### src/rtl/sad_min_reader.sv
// Scans the SAD result RAM after a start pulse and reports the minimum SAD and its address.
// Read-only RAM master: synchronous-read data is compared two edges after its address is driven.
module sad_min_reader #(
    parameter int DATA_WIDTH  = 10,
    parameter int ADDR_WIDTH  = 2,
    parameter int NUM_ENTRIES = 4
) (
    input  logic                  clk,
    input  logic                  rst,
    input  logic                  start,
    output logic [ADDR_WIDTH-1:0] ram_addr,
    output logic                  ram_we,
    input  logic [DATA_WIDTH-1:0] ram_q,
    output logic                  busy,
    output logic                  done,
    output logic [DATA_WIDTH-1:0] min_sad,
    output logic [ADDR_WIDTH-1:0] min_addr
);

    typedef enum logic [1:0] {
        IDLE  = 2'd0,
        SCAN  = 2'd1,
        DRAIN = 2'd2
    } state_t;

    // One extra counter bit so a full 2**ADDR_WIDTH scan cannot wrap early.
    localparam int CNT_W = ADDR_WIDTH + 1;
    localparam logic [CNT_W-1:0] LAST_CNT = CNT_W'(NUM_ENTRIES - 1);

    state_t                  state_q;
    logic [CNT_W-1:0]        cnt_q;
    logic                    busy_q;
    logic                    done_q;
    logic [DATA_WIDTH-1:0]   min_sad_q;
    logic [ADDR_WIDTH-1:0]   min_addr_q;
    logic [DATA_WIDTH-1:0]   run_min_q;
    logic [ADDR_WIDTH-1:0]   run_idx_q;
    logic                    seen_q;
    logic                    vld_p1_q;
    logic [ADDR_WIDTH-1:0]   idx_p1_q;

    logic                    vld_p0;
    logic                    upd;
    logic [DATA_WIDTH-1:0]   run_min_d;
    logic [ADDR_WIDTH-1:0]   run_idx_d;

    assign vld_p0 = (state_q == SCAN);

    // First compare always captures, so an all-ones entry is still reported.
    always_comb begin
        upd       = vld_p1_q && (!seen_q || (ram_q < run_min_q));
        run_min_d = run_min_q;
        run_idx_d = run_idx_q;
        if (upd) begin
            run_min_d = ram_q;
            run_idx_d = idx_p1_q;
        end
    end

    always_ff @(posedge clk or posedge rst) begin
        if (rst) begin
            state_q    <= IDLE;
            cnt_q      <= '0;
            busy_q     <= 1'b0;
            done_q     <= 1'b0;
            min_sad_q  <= '0;
            min_addr_q <= '0;
            run_min_q  <= '0;
            run_idx_q  <= '0;
            seen_q     <= 1'b0;
            vld_p1_q   <= 1'b0;
            idx_p1_q   <= '0;
        end else begin
            done_q    <= 1'b0;
            vld_p1_q  <= vld_p0;
            idx_p1_q  <= cnt_q[ADDR_WIDTH-1:0];
            run_min_q <= run_min_d;
            run_idx_q <= run_idx_d;
            if (upd) begin
                seen_q <= 1'b1;
            end

            case (state_q)
                IDLE: begin
                    if (start) begin
                        state_q   <= SCAN;
                        cnt_q     <= '0;
                        busy_q    <= 1'b1;
                        run_min_q <= '1;
                        run_idx_q <= '0;
                        seen_q    <= 1'b0;
                    end
                end
                SCAN: begin
                    if (cnt_q == LAST_CNT) begin
                        state_q <= DRAIN;
                    end else begin
                        cnt_q <= cnt_q + 1'b1;
                    end
                end
                DRAIN: begin
                    // The last entry is compared on this same edge; publish the merged result.
                    if (vld_p1_q) begin
                        state_q    <= IDLE;
                        busy_q     <= 1'b0;
                        done_q     <= 1'b1;
                        min_sad_q  <= run_min_d;
                        min_addr_q <= run_idx_d;
                    end
                end
                default: state_q <= IDLE;
            endcase
        end
    end

    assign ram_addr = cnt_q[ADDR_WIDTH-1:0];
    assign ram_we   = 1'b0;
    assign busy     = busy_q;
    assign done     = done_q;
    assign min_sad  = min_sad_q;
    assign min_addr = min_addr_q;

endmodule

### config.mk
export PLATFORM = sky130hd
export DESIGN_NAME = sad_min_reader
export DESIGN_NICKNAME = d
export VERILOG_FILES = /design/src/rtl/sad_min_reader.sv
export SDC_FILE = /design/constraint.sdc
export NUM_CORES = 1
export LEC_CHECK = 0
export ABC_AREA = 1
export BUFFER_PORTS_ARGS = -buffer_cell sky130_fd_sc_hd__clkbuf_2
export CELL_PAD_IN_SITES_DETAIL_PLACEMENT = 0
export CELL_PAD_IN_SITES_GLOBAL_PLACEMENT = 2
export CORE_MARGIN = 1.5
export CORE_UTILIZATION = 29
export DETAILED_ROUTE_END_ITERATION = 12
export PLACE_DENSITY_LB_ADDON = 0.1
export RECOVER_POWER = 25
export SLEW_MARGIN = 20
export SYNTH_ARGS = -nofsm -noshare
export SYNTH_HDL_FRONTEND = slang
export SYNTH_SLANG_ARGS = --single-unit
### constraint.sdc
create_clock -name clk -period 1.4 [get_ports clk]
set_input_delay 0.14 -clock clk [delete_from_list [all_inputs] [get_ports clk]]
set_output_delay 0.14 -clock clk [all_outputs]
set_load 0.05 [all_outputs]
==> out/results.tsv <==
stage	metric	value	unit
status	status	finished, violations left	
status	violations	setup timing	
routing	route.detailed.drc	0	
pwr	p_seq_share	28.7	%
floorplan	die-area	6520	um2
finish	multi_input_area	1030	um2
synthesis	yosysTopAreaCell	dfrtp_1	
pwr	pwr-share-clk	11.4	%
floorplan	die_w	80.7	um
floorplan	num_rows	28	
setup_path	end_kind	flop	
timing	drv_slew	0	
timing	max_freq	614	MHz
timing	fin_skew	0.00574	ns
pwr	combPwrFrac	59.9	%
setup_path	path_class	reg2reg	
clocking	cts_sinks	35	
pwr	p_int	3.02	mW
synthesis	synth_seq_cells	35	
finish	fin_cells	349	
floorplan	start_util	29.8	%
timing	slew_headroom	45.1	%
timing	rsz0062_at_grt	yes	
synthesis	synth_cells	219	
routing	antenna_left	0	
global_route	grt_usage	14.4	%
clocking	cts_tree	built	
setup_path	r2r_start	run_min_q[3]	
routing	wl_met2	1980	um
synthesis	synthesis.area	1750	um2
synthesis	synthTopCellsByArea	dfrtp_1 (50%), nand2_1 (16%), ha_1 (7.9%)	
timing	worst_pin_slew	0.824	ns
synthesis	yosysTopAreaCellShare	50.0	%
routing	firstDrtPassIters	4	
pwr	ir_drop	0.00101	V
clocking	clock_latency	0.28	ns
worst_hold_path	holdPathEnd	run_min_q[0]	
pwr	switchingPower	2.88	mW
pwr	pwr_density_cell	2260	nW/um2
timing	setup_tns	-5.17	ns
setup_path	startpoint_type	flop	
floorplan	pin_count	30	
pwr	p_leak	1.38	nW
placement	io_buffer_count	28	
synthesis	ys.flop_type	dfrtp_1	
finish	final_nets	299	
placement	dp_slack	-0.240	ns
floorplan	dieHeight	80.7	um
routing	route.top_layer_used	met4	
worst_hold_path	min_path_type	in2reg	
setup_path	regToRegEndpoint	min_sad[4]	
global_route	grt_max_degree	36	
finish	final_layout_size_suffix_gt1_share	48.5	%
clocking	htreeDepth	2	
routing	wl_met1	2000	um
synthesis	synth.avg_cell_area	8.00	um2
setup_path	required	1.57	ns
run	maxCapViolCount	0	
finish	n_fill_cell	614	
timing	hold_viol_final	0	
routing	via_per_inst	4.33	
floorplan	fp.coreArea	5890	um2
clocking	cts-buffers-inserted	5	
clocking	clkTransAtPathRegs	0.07	ns
synthesis	syn_nets	243	
synthesis	yosysUniqueCellTypes	18	
routing	drt_wl_total	4160	um
routing	wl_met3	120	um
routing	drt-initial-drc-count	23	
worst_hold_path	worstHoldStart	ram_q[0]	
global_route	grt_pass1_wl	6940	um
synthesis	synth_most_common_cell	nand2_1	
timing	whs	0.192	ns
global_route	grt_pass1_vias	1441	
routing	vias	1511	
setup_path	r2r_cells	13	
routing	post_drt_wl_per_cell	11.9	um
setup_path	cp_max_fo	6	
global_route	antenna_found_initial	0	
finish	syn_to_final_growth	48.6	%
setup_path	worst-r2r-setup-slack	-0.23	ns
global_route	grt_overflow_total	0	
synthesis	ys_async_sr_fraction	100	%
clocking	clockBufferDepth	2	
timing	period_minus_slack	1.63	ns
timing	fin_ws	-0.228	ns
pwr	switching_share	48.8	%
clocking	root_buffer	clkbuf_8	
placement	dp_cells	339	
timing	setup_viol	24	
timing	post-route-period-util	116	%
worst_hold_path	whs_path_depth	5	
synthesis	synth_edf_count	0	
synthesis	yosysSeqAreaShare	50.0	%
finish	n_antenna_cell	0	
finish	final-seq-area	876	um2
placement	routabilityCongestion	0.722	
placement	dp_hpwl	2920	um
synthesis	synth_warnings	0	
synthesis	yosys-top-cells-count	nand2_1 (77), inv_1 (36), dfrtp_1 (35), nand3_1 (27)	
setup_path	cp.arrival	1.80	ns
==> power by group through the flow <==
| stage | registers (mW) | logic (mW) | clock network [mW] |
|---|---|---|---|
| 6_report | 1.69 | 3.53 | 0.671 |
| 5_1_grt | 1.74 | 3.91 | 0.736 |
| 4_1_cts | 1.70 | 3.25 | 0.702 |
| 3_5_place_dp | 1.71 | 3.04 | 0 |
| 3_3_place_gp | 1.71 | 3.05 | 0 |
| 2_1_floorplan | 2.38 | 1.51 | 0 |
==> per-stage QoR <==
| stage | power (mW) | utilization, % | instance area [um2] |
|---|---|---|---|
| floorplan | 3.89 | - | 1880 |
| global placement | 4.76 | 38.2 | 2250 |
| detailed placement | 4.75 | 38.2 | 2250 |
| CTS | 5.65 | 41.6 | 2450 |
| global route | 6.39 | 44.2 | 2600 |
| finish | 5.90 | 44.2 | 2600 |
==> state kept, by name, summed over array words and instances (netlist names) <==
register and count:
busy 1, cnt_q 3, done 1, idx_p1_q 2
min_addr 2, min_sad 10, run_idx_q 2, run_min_q 10
seen_q 1, state_q 2, vld_p1_q 1
==> repair_timing <==
| item | 4_1_cts | 5_1_grt |
|---|---|---|
| endpoints found under the setup margin | 24 | 25 |
| hold buffers | 1 | 0 |
| pin swaps | 13 | 26 |
| hold endpoints to repair | 35 | 0 |
| resized for setup | 25 | 36 |
| setup buffers | 0 | 3 |
==> placed cells by master (no fill, tap or decap), types with 5 or more instances in the layout <==
cell / instances
nand2_1: 53
ha_4: 7
nor2_1: 7
clkbuf_8: 5
clkbuf_2: 28
dfrtp_1: 35
inv_1: 28
nand2_4: 12
nand2_2: 14
inv_2: 10
nand3_2: 21
buf_4: 20
==> layout make-up <==
| cell class | instances | area share (%) |
|---|---|---|
| multi-input cells | 137 | 39.7 |
| flip-flops and latches | 35 | 33.6 |
| repair buffers | 58 | 14.8 |
| inverters | 38 | 5.48 |
| well taps | 75 | 3.60 |
| clock buffers | 6 | 2.79 |
==> cells by family (layout without fill, tap and decap cells) <==
| logic type | after synthesis | after routing | share of synthesized area, % |
|---|---|---|---|
| flops | 35 | 35 | 50.0 |
| fa+ha+maj | 11 | 11 | 7.86 |
| other cells | 1 | 1 | 0.214 |
| compound gates | 7 | 7 | 2.21 |
| buf+inv | 47 | 102 | 11.5 |
| simple gates | 118 | 118 | 28.2 |
==> worst max-delay path, stage by stage, from the launching register on <==
cell     delay, ns
dfrtp_1       0.37
inv_2         0.08
ha_4          0.20
nand2_2       0.06
nand2_2       0.05
nand2_2       0.06
nand2_2       0.05
nand2_1       0.06
nand3_1       0.09
nand2_2       0.13
buf_6         0.16
nand3_2       0.09
nand3_2       0.08
nand2_1       0.05
==> worst max path at each step <==
| stage | startpoint | endpoint |
|---|---|---|
| global route | run_min_q[4] | min_sad[3] |
| detailed placement | run_min_q[4] | min_sad[3] |
| CTS | run_min_q[9] | min_sad[0] |
| finish | run_min_q[3] | min_sad[4] |
| floorplan | run_min_q[7] | min_sad[0] |
| global placement | run_min_q[5] | min_addr[0] |
==> routing by layer <==
layer	vias up	GRT usage (%)
met3	5	3.07
met5	-	0
li1	769	-
met2	19	22.9
met4	0	4.66
met1	718	19.5
Note: power is estimated with default switching activity, not from simulation.
